$ cat src/rtl/rpm_scheduler.sv
`default_nettype none
// ============================================================================
// Module   : rpm_scheduler
// Purpose  : Measures the motor pole-change period from the asynchronous
//            `blips` square wave, rejects glitches, and schedules one RPM
//            division per measured period on a shared iterative divider
//            (req/ack). Publishes a saturated 10-bit RPM and a stall flag.
// Ports    : clk50M    - system clock (only clock)
//            rst_n     - asynchronous active-low reset
//            blips     - asynchronous pole-change square wave
//            div_req   - divide request (level, held until ack)
//            div_num   - dividend, constant CLK_HZ*60
//            div_den   - divisor, period*POLES*GEAR saturated to 32 bits
//            div_ack   - one-cycle divider completion pulse
//            div_quot  - quotient, valid with div_ack
//            rpm       - speed, saturated to 1023
//            rpm_valid - one-cycle pulse when rpm updates
//            stalled   - high while no valid period exists
// Revision : 1.0 - initial release
// ============================================================================
module rpm_scheduler #(
    parameter int unsigned CLK_HZ         = 50000000,
    parameter int unsigned POLES          = 16,
    parameter int unsigned GEAR           = 5,
    parameter int unsigned MIN_PERIOD     = 1000,
    parameter int unsigned TIMEOUT_CYCLES = 50000000
) (
    input  logic        clk50M,
    input  logic        rst_n,
    input  logic        blips,
    output logic        div_req,
    output logic [31:0] div_num,
    output logic [31:0] div_den,
    input  logic        div_ack,
    input  logic [31:0] div_quot,
    output logic [9:0]  rpm,
    output logic        rpm_valid,
    output logic        stalled
);

    localparam logic [31:0] C_DIV_NUM = 32'(64'(CLK_HZ) * 64'd60);
    localparam logic [31:0] C_PG      = 32'(POLES * GEAR);
    localparam logic [31:0] C_MIN     = 32'(MIN_PERIOD);
    localparam logic [31:0] C_TMO     = 32'(TIMEOUT_CYCLES);
    localparam logic [31:0] C_SAT     = 32'hFFFF_FFFF;
    localparam logic [9:0]  C_RPM_MAX = 10'd1023;

    typedef enum logic [1:0] {
        ST_ARM  = 2'd0,
        ST_MEAS = 2'd1,
        ST_REQ  = 2'd2
    } state_t;

    // Registered state
    state_t      state_q, state_d;
    logic        sync1_q, sync1_d;
    logic        sync2_q, sync2_d;
    logic        sync3_q, sync3_d;
    logic [31:0] cnt_q, cnt_d;
    logic        pend_q, pend_d;
    logic [31:0] slot_q, slot_d;
    logic [31:0] den_q, den_d;
    logic        req_q, req_d;
    logic [9:0]  rpm_q, rpm_d;
    logic        rpm_valid_q, rpm_valid_d;
    logic        stalled_q, stalled_d;

    // Combinational helpers
    logic        w_rise;
    logic [31:0] w_cand;
    logic        w_accept;
    logic        w_timeout;
    logic        w_use_slot;
    logic [31:0] w_mul_op;
    logic [63:0] w_prod;
    logic [31:0] w_den_sat;
    logic [9:0]  w_quot_sat;

    always_comb begin
        w_rise   = sync2_q & ~sync3_q;
        // Candidate period: edges N cycles apart measure N. Saturates with
        // the counter so a very long gap never wraps to a short period.
        w_cand   = (cnt_q == C_SAT) ? C_SAT : (cnt_q + 32'd1);
        w_accept = w_rise && ((state_q == ST_ARM) || (w_cand >= C_MIN));
        // An accepted edge in the same cycle always beats the timeout.
        w_timeout = (state_q != ST_ARM) && (w_cand >= C_TMO) && !w_accept;
        // The single multiplier serves either the live edge or the pending
        // slot; the slot is used only when it is being drained on an ack
        // with no newer edge arriving in that same cycle.
        w_use_slot = (state_q == ST_REQ) && div_ack && pend_q && !w_accept;
        w_mul_op   = w_use_slot ? slot_q : w_cand;
        w_prod     = 64'(w_mul_op) * 64'(C_PG);
        w_den_sat  = (w_prod[63:32] != 32'd0) ? C_SAT : w_prod[31:0];
        w_quot_sat = (div_quot > 32'(C_RPM_MAX)) ? C_RPM_MAX : div_quot[9:0];
    end

    always_comb begin
        sync1_d     = blips;
        sync2_d     = sync1_q;
        sync3_d     = sync2_q;
        cnt_d       = w_accept ? 32'd0 : w_cand;
        state_d     = state_q;
        pend_d      = pend_q;
        slot_d      = slot_q;
        den_d       = den_q;
        rpm_d       = rpm_q;
        rpm_valid_d = 1'b0;
        stalled_d   = stalled_q;

        case (state_q)
            ST_ARM: begin
                stalled_d = 1'b1;
                pend_d    = 1'b0;
                // First edge only starts the measurement window.
                if (w_accept) begin
                    state_d = ST_MEAS;
                end
            end
            ST_MEAS: begin
                if (w_accept) begin
                    den_d   = w_den_sat;
                    state_d = ST_REQ;
                end else if (w_timeout) begin
                    rpm_d     = 10'd0;
                    stalled_d = 1'b1;
                    pend_d    = 1'b0;
                    state_d   = ST_ARM;
                end
            end
            ST_REQ: begin
                if (w_timeout) begin
                    rpm_d     = 10'd0;
                    stalled_d = 1'b1;
                    pend_d    = 1'b0;
                    state_d   = ST_ARM;
                end else if (div_ack) begin
                    rpm_d       = w_quot_sat;
                    rpm_valid_d = 1'b1;
                    stalled_d   = 1'b0;
                    if (w_accept || pend_q) begin
                        // Newest period wins: a same-cycle edge overrides
                        // whatever was waiting in the slot.
                        den_d   = w_den_sat;
                        pend_d  = 1'b0;
                        state_d = ST_REQ;
                    end else begin
                        state_d = ST_MEAS;
                    end
                end else if (w_accept) begin
                    slot_d = w_cand;
                    pend_d = 1'b1;
                end
            end
            default: begin
                state_d   = ST_ARM;
                stalled_d = 1'b1;
                pend_d    = 1'b0;
            end
        endcase

        req_d = (state_d == ST_REQ);
    end

    always_ff @(posedge clk50M or negedge rst_n) begin
        if (!rst_n) begin
            state_q     <= ST_ARM;
            sync1_q     <= 1'b0;
            sync2_q     <= 1'b0;
            sync3_q     <= 1'b0;
            cnt_q       <= 32'd0;
            pend_q      <= 1'b0;
            slot_q      <= 32'd0;
            den_q       <= 32'd0;
            req_q       <= 1'b0;
            rpm_q       <= 10'd0;
            rpm_valid_q <= 1'b0;
            stalled_q   <= 1'b1;
        end else begin
            state_q     <= state_d;
            sync1_q     <= sync1_d;
            sync2_q     <= sync2_d;
            sync3_q     <= sync3_d;
            cnt_q       <= cnt_d;
            pend_q      <= pend_d;
            slot_q      <= slot_d;
            den_q       <= den_d;
            req_q       <= req_d;
            rpm_q       <= rpm_d;
            rpm_valid_q <= rpm_valid_d;
            stalled_q   <= stalled_d;
        end
    end

    assign div_req   = req_q;
    assign div_num   = C_DIV_NUM;
    assign div_den   = den_q;
    assign rpm       = rpm_q;
    assign rpm_valid = rpm_valid_q;
    assign stalled   = stalled_q;

endmodule
`default_nettype wire

$ cat config.mk
export PLATFORM = sky130hd
export DESIGN_NAME = rpm_scheduler
export DESIGN_NICKNAME = d
export VERILOG_FILES = /design/src/rtl/rpm_scheduler.sv
export SDC_FILE = /design/constraint.sdc
export NUM_CORES = 1
export LEC_CHECK = 0
export BUFFER_PORTS_ARGS = -buffer_cell sky130_fd_sc_hd__buf_2
export CELL_PAD_IN_SITES_DETAIL_PLACEMENT = 0
export CELL_PAD_IN_SITES_GLOBAL_PLACEMENT = 2
export CORE_MARGIN = 4
export CORE_UTILIZATION = 38
export CTS_CLUSTER_SIZE = 28
export DETAILED_ROUTE_END_ITERATION = 12
export PLACE_DENSITY = 0.95
export SLEW_MARGIN = 10
export SYNTH_ARGS = -nofsm -noshare
export SYNTH_HDL_FRONTEND = slang
export SYNTH_SLANG_ARGS = --single-unit
export TNS_END_PERCENT = 20
$ cat constraint.sdc
create_clock -name clk50M -period 18.7 [get_ports clk50M]
set_clock_uncertainty 0.05 [all_clocks]
set_input_delay 2.805 -clock clk50M [delete_from_list [all_inputs] [get_ports clk50M]]
set_output_delay 2.805 -clock clk50M [all_outputs]
set_load 0.005 [all_outputs]
==> impl_metrics.prom <==
# TYPE chip_impl_metric gauge
chip_impl_info{name="status",value="completed"} 1
chip_impl_metric{name="static-leakage-power",unit="nW"} 4.12
chip_impl_metric{name="via_per_inst",unit=""} 5.38
chip_impl_metric{name="finalSetupTns",unit="ns"} 0
chip_impl_metric{name="syn_to_final_growth",unit="%"} 9.42
chip_impl_metric{name="max_cap_viol_count",unit=""} 0
chip_impl_metric{name="cts_post_setup_buffers_inserted",unit=""} 0
chip_impl_info{name="holdCritPathClass",value="reg -> reg"} 1
chip_impl_info{name="cp-start-kind",value="input pin"} 1
chip_impl_metric{name="avgRoutedWirePerCell",unit="µm"} 15.2
chip_impl_metric{name="clock_tree.htree_level_count",unit=""} 3
chip_impl_metric{name="first_global_vias",unit=""} 6145
chip_impl_metric{name="synthXorXnorAreaFrac",unit="%"} 4.53
chip_impl_metric{name="seq_area_frac_synth",unit="%"} 36.3
chip_impl_metric{name="worst_hold_slack",unit="ns"} 0.309
chip_impl_metric{name="largest_net_degree_at_the_start_of_global_routing",unit=""} 81
chip_impl_metric{name="ctsHoldBuffers",unit=""} 0
chip_impl_info{name="synth_top_family_by_area",value="compound AO/OA/AOI/OAI gates"} 1
chip_impl_metric{name="post_synth.cell_area_avg",unit="µm²"} 8.76
chip_impl_metric{name="peak_freq",unit="GHz"} 0.128
chip_impl_metric{name="ys_seq_elements",unit=""} 112
chip_impl_metric{name="synth_compound_gate_area_share",unit="%"} 20.6
chip_impl_metric{name="vdd_drop_max",unit="mV"} 0.0439
chip_impl_metric{name="period_minus_ws_final",unit="ns"} 7.84
chip_impl_metric{name="insertedDiodeCount",unit=""} 0
chip_impl_metric{name="place.detailed.hpwl",unit="µm"} 13800
chip_impl_metric{name="synth_enable_flop_cells",unit=""} 0
chip_impl_metric{name="drt_first_iter_violations",unit=""} 537
chip_impl_metric{name="yosys_warnings",unit=""} 0
chip_impl_info{name="tritoncts",value="done"} 1
chip_impl_metric{name="drc",unit=""} 0
chip_impl_metric{name="worst_ep_arrival_time",unit="ns"} 8.03
chip_impl_metric{name="synth_adder_area_share",unit="%"} 10.1
chip_impl_info{name="mostFrequentLayoutCell",value="sky130_fd_sc_hd__dfrtp_1"} 1
chip_impl_info{name="setup_repair_after_global_routing_missed_its_margin",value="no"} 1
chip_impl_metric{name="die_w",unit="µm"} 151
chip_impl_metric{name="floorplan.initialDensity",unit="%"} 39.2
chip_impl_metric{name="detailroute.via_count",unit=""} 6452
chip_impl_metric{name="design.portCount",unit=""} 113
chip_impl_metric{name="die_footprint",unit="mm²"} 0.0227
chip_impl_metric{name="antenna_found_initial",unit=""} 0
chip_impl_metric{name="post_synth_design_cell_area",unit="mm²"} 0.00773
chip_impl_metric{name="detail_route.wirelength",unit="µm"} 18300
chip_impl_metric{name="final_layout_size_suffix_gt1_share",unit="%"} 12.4
chip_impl_metric{name="area_fraction_in_and_or_nand_and_nor_cells_after_synthesis",unit="%"} 20.4
chip_impl_metric{name="postSynth.asyncResetShare",unit="%"} 100
chip_impl_metric{name="slew-limit-headroom",unit="%"} 26.0
chip_impl_metric{name="cts-root-to-sink-buffers",unit=""} 2
chip_impl_info{name="ys_dominant_reg_cell",value="sky130_fd_sc_hd__dfrtp_1"} 1
chip_impl_metric{name="worst_setup_hold_path_clk_slew",unit="ns"} 0.08
chip_impl_metric{name="final_area",unit="mm²"} 0.00846
chip_impl_metric{name="grt_use_total",unit="%"} 16.5
chip_impl_info{name="clock_tree.root_cell",value="sky130_fd_sc_hd__clkbuf_16"} 1
chip_impl_metric{name="worstRegToRegCells",unit=""} 22
chip_impl_info{name="synth_area_leaders",value="sky130_fd_sc_hd__dfrtp_1 36%, sky130_fd_sc_hd__ha_1 9.9%, sky130_fd_sc_hd__nor2_1 4.7%"} 1
chip_impl_metric{name="die-height",unit="µm"} 151
chip_impl_info{name="critical_path.endpoint_type",value="flip-flop"} 1
chip_impl_metric{name="power.density",unit="mW/mm²"} 53.1
chip_impl_metric{name="drtPass1Iterations",unit=""} 6
chip_impl_metric{name="worst_slew_pin_slew",unit="ns"} 1.11
chip_impl_metric{name="yosys.cell_types.count",unit=""} 69
chip_impl_metric{name="cts_inserted_buffers",unit=""} 9
chip_impl_metric{name="cp_max_fo",unit=""} 29
chip_impl_metric{name="required",unit="ns"} 18.90
chip_impl_metric{name="holdPathStages",unit=""} 0
chip_impl_metric{name="later_pin_clock_latency_in_the_skew_report",unit="ns"} 0.35
chip_impl_metric{name="postCtsResizedCells",unit=""} 0
chip_impl_metric{name="setup_slack_after_placement",unit="ns"} 10.41
chip_impl_metric{name="drtAntennaViolNets",unit=""} 0
chip_impl_metric{name="floorplan.rows",unit=""} 51
chip_impl_metric{name="period_share",unit="%"} 41.9
chip_impl_metric{name="slew_violations",unit=""} 0
chip_impl_info{name="path_class",value="in -> reg"} 1
chip_impl_metric{name="grt-ovfl-total",unit=""} 0
chip_impl_metric{name="setup_viol_count_final",unit=""} 0
chip_impl_metric{name="design.core.area",unit="mm²"} 0.0197
chip_impl_metric{name="placedInstanceArea",unit="mm²"} 0.00816
chip_impl_metric{name="utilization",unit="%"} 42.9
chip_impl_metric{name="final-hold-violation-count",unit=""} 0
chip_impl_info{name="top_cell_type_by_total_area_after_synthesis",value="sky130_fd_sc_hd__dfrtp_1"} 1
chip_impl_metric{name="grt_first_pass_wirelength",unit="µm"} 30600
chip_impl_metric{name="syn-instance-count",unit=""} 883
chip_impl_info{name="final_cell_mix",value="111 x sky130_fd_sc_hd__dfrtp_1, 97 x sky130_fd_sc_hd__nor2_1, 79 x sky130_fd_sc_hd__buf_2"} 1
chip_impl_metric{name="final_nets",unit=""} 1027
chip_impl_metric{name="fin_ws",unit="ns"} 10.86
chip_impl_metric{name="fraction_of_synthesized_cell_area_taken_by_the_top_area_cell_type",unit="%"} 35.9
chip_impl_metric{name="synthMuxAreaShare",unit="%"} 1.16
chip_impl_metric{name="clock-sinks",unit=""} 112
chip_impl_metric{name="placement.io_buffers",unit=""} 80
chip_impl_metric{name="gp_congestion",unit=""} 0.837
## area by class of cell
class	count	area, µm²
Fill cell	1947	11300
Multi-Input combinational cell	707	4530
Sequential cell	112	2800
Timing Repair Buffer	87	455
Tap cell	265	332
Clock buffer	9	225
Clock inverter	7	71.3
Inverter	12	45.0
## per-layer routing
layer	global-route usage (%)	vias to the layer above	routed length, µm
met5	0	-	0
met4	3.94	0	243
met3	2.38	15	658
met2	25.6	134	8230
met1	24.4	3049	9120
li1	-	3254	-
## where the power goes
part           internal [mW]  leakage [nW]  switching, mW
sequential             0.242          1.48       0.000166
combinational        0.00306          2.50        0.00844
clock                  0.104         0.138         0.0910
total                  0.349          4.12         0.0996
## registers in the layout, indices dropped and copies added (netlist names), 2 cells and up
| register | cells |
|---|---|
| div_den | 29 |
| cnt_q | 32 |
| rpm | 10 |
| slot_q | 32 |
| state_q | 2 |
## final timing paths
kind                               start     endpoint  slack (ns)
worst min register to register   sync1_q      sync2_q        0.31
min in group asynchronous          rst_n  div_den[29]        2.34
worst min-delay path             sync1_q      sync2_q        0.31
worst max register to register  cnt_q[7]   div_den[8]       11.49
max in group asynchronous          rst_n    slot_q[0]       14.91
worst max-delay path             div_ack   div_den[8]       10.86
## stage by stage
step,instances,total power [mW]
6_report,1199,0.449
3_5_place_dp,1183,0.259
4_1_cts,1199,0.455
3_3_place_gp,1183,0.259
2_1_floorplan,913,0.255
5_1_grt,1199,0.466
## critical path: stages
cell                       delay, ns
sky130_fd_sc_hd__buf_2          0.25
sky130_fd_sc_hd__and3_1         0.31
sky130_fd_sc_hd__nand4_1        0.10
sky130_fd_sc_hd__or4_1          0.48
sky130_fd_sc_hd__nand2_1        0.46
sky130_fd_sc_hd__o21ai_0        0.21
sky130_fd_sc_hd__ha_1           0.31
sky130_fd_sc_hd__ha_1           0.23
sky130_fd_sc_hd__fa_1           0.40
sky130_fd_sc_hd__a21o_1         0.19
sky130_fd_sc_hd__a221oi_1       0.43
sky130_fd_sc_hd__a31o_2         0.28
sky130_fd_sc_hd__o21a_1         0.25
sky130_fd_sc_hd__o21ai_0        0.15
sky130_fd_sc_hd__o31a_1         0.29
sky130_fd_sc_hd__nor2_1         0.08
sky130_fd_sc_hd__and4_1         0.20
sky130_fd_sc_hd__nand4b_1       0.10
sky130_fd_sc_hd__buf_4          0.26
sky130_fd_sc_hd__o22a_1         0.22
## Yosys cell counts, types with 3 or more instances
library cell                count
sky130_fd_sc_hd__o21bai_1       6
sky130_fd_sc_hd__or4_1          8
sky130_fd_sc_hd__or3_1          4
sky130_fd_sc_hd__o2111ai_1     13
sky130_fd_sc_hd__inv_1         12
sky130_fd_sc_hd__nand3_1       19
sky130_fd_sc_hd__nand2b_1      10
sky130_fd_sc_hd__xor2_1        14
sky130_fd_sc_hd__nand4_1       20
sky130_fd_sc_hd__o211ai_1       4
sky130_fd_sc_hd__buf_1          4
sky130_fd_sc_hd__nor4_1        11
sky130_fd_sc_hd__a31oi_1        9
sky130_fd_sc_hd__buf_4         40
sky130_fd_sc_hd__and3_1        13
sky130_fd_sc_hd__o21ai_1       11
sky130_fd_sc_hd__o22a_1        28
sky130_fd_sc_hd__o21ai_0       72
sky130_fd_sc_hd__dfrtp_1      111
sky130_fd_sc_hd__a21boi_0       3
sky130_fd_sc_hd__nor2b_1        6
sky130_fd_sc_hd__mux2i_1        9
sky130_fd_sc_hd__a21oi_1       56
sky130_fd_sc_hd__and4_1        11
sky130_fd_sc_hd__nand2_1       75
sky130_fd_sc_hd__a21o_1         9
sky130_fd_sc_hd__and2_1        10
sky130_fd_sc_hd__buf_2         11
sky130_fd_sc_hd__clkbuf_1      26
sky130_fd_sc_hd__nor2_1        97
sky130_fd_sc_hd__ha_1          61
sky130_fd_sc_hd__o21a_1         6
sky130_fd_sc_hd__xnor2_1       26
sky130_fd_sc_hd__o31ai_1        3
sky130_fd_sc_hd__nor3_1        17
## cells by family after synthesis
group,count (synthesis)
buf+inv,94
flops,112
mux,9
simple gates,315
fa+ha+maj,62
xor+xnor,40
compound gates,249
other cells,2
(Power assumes the default switching activity.)
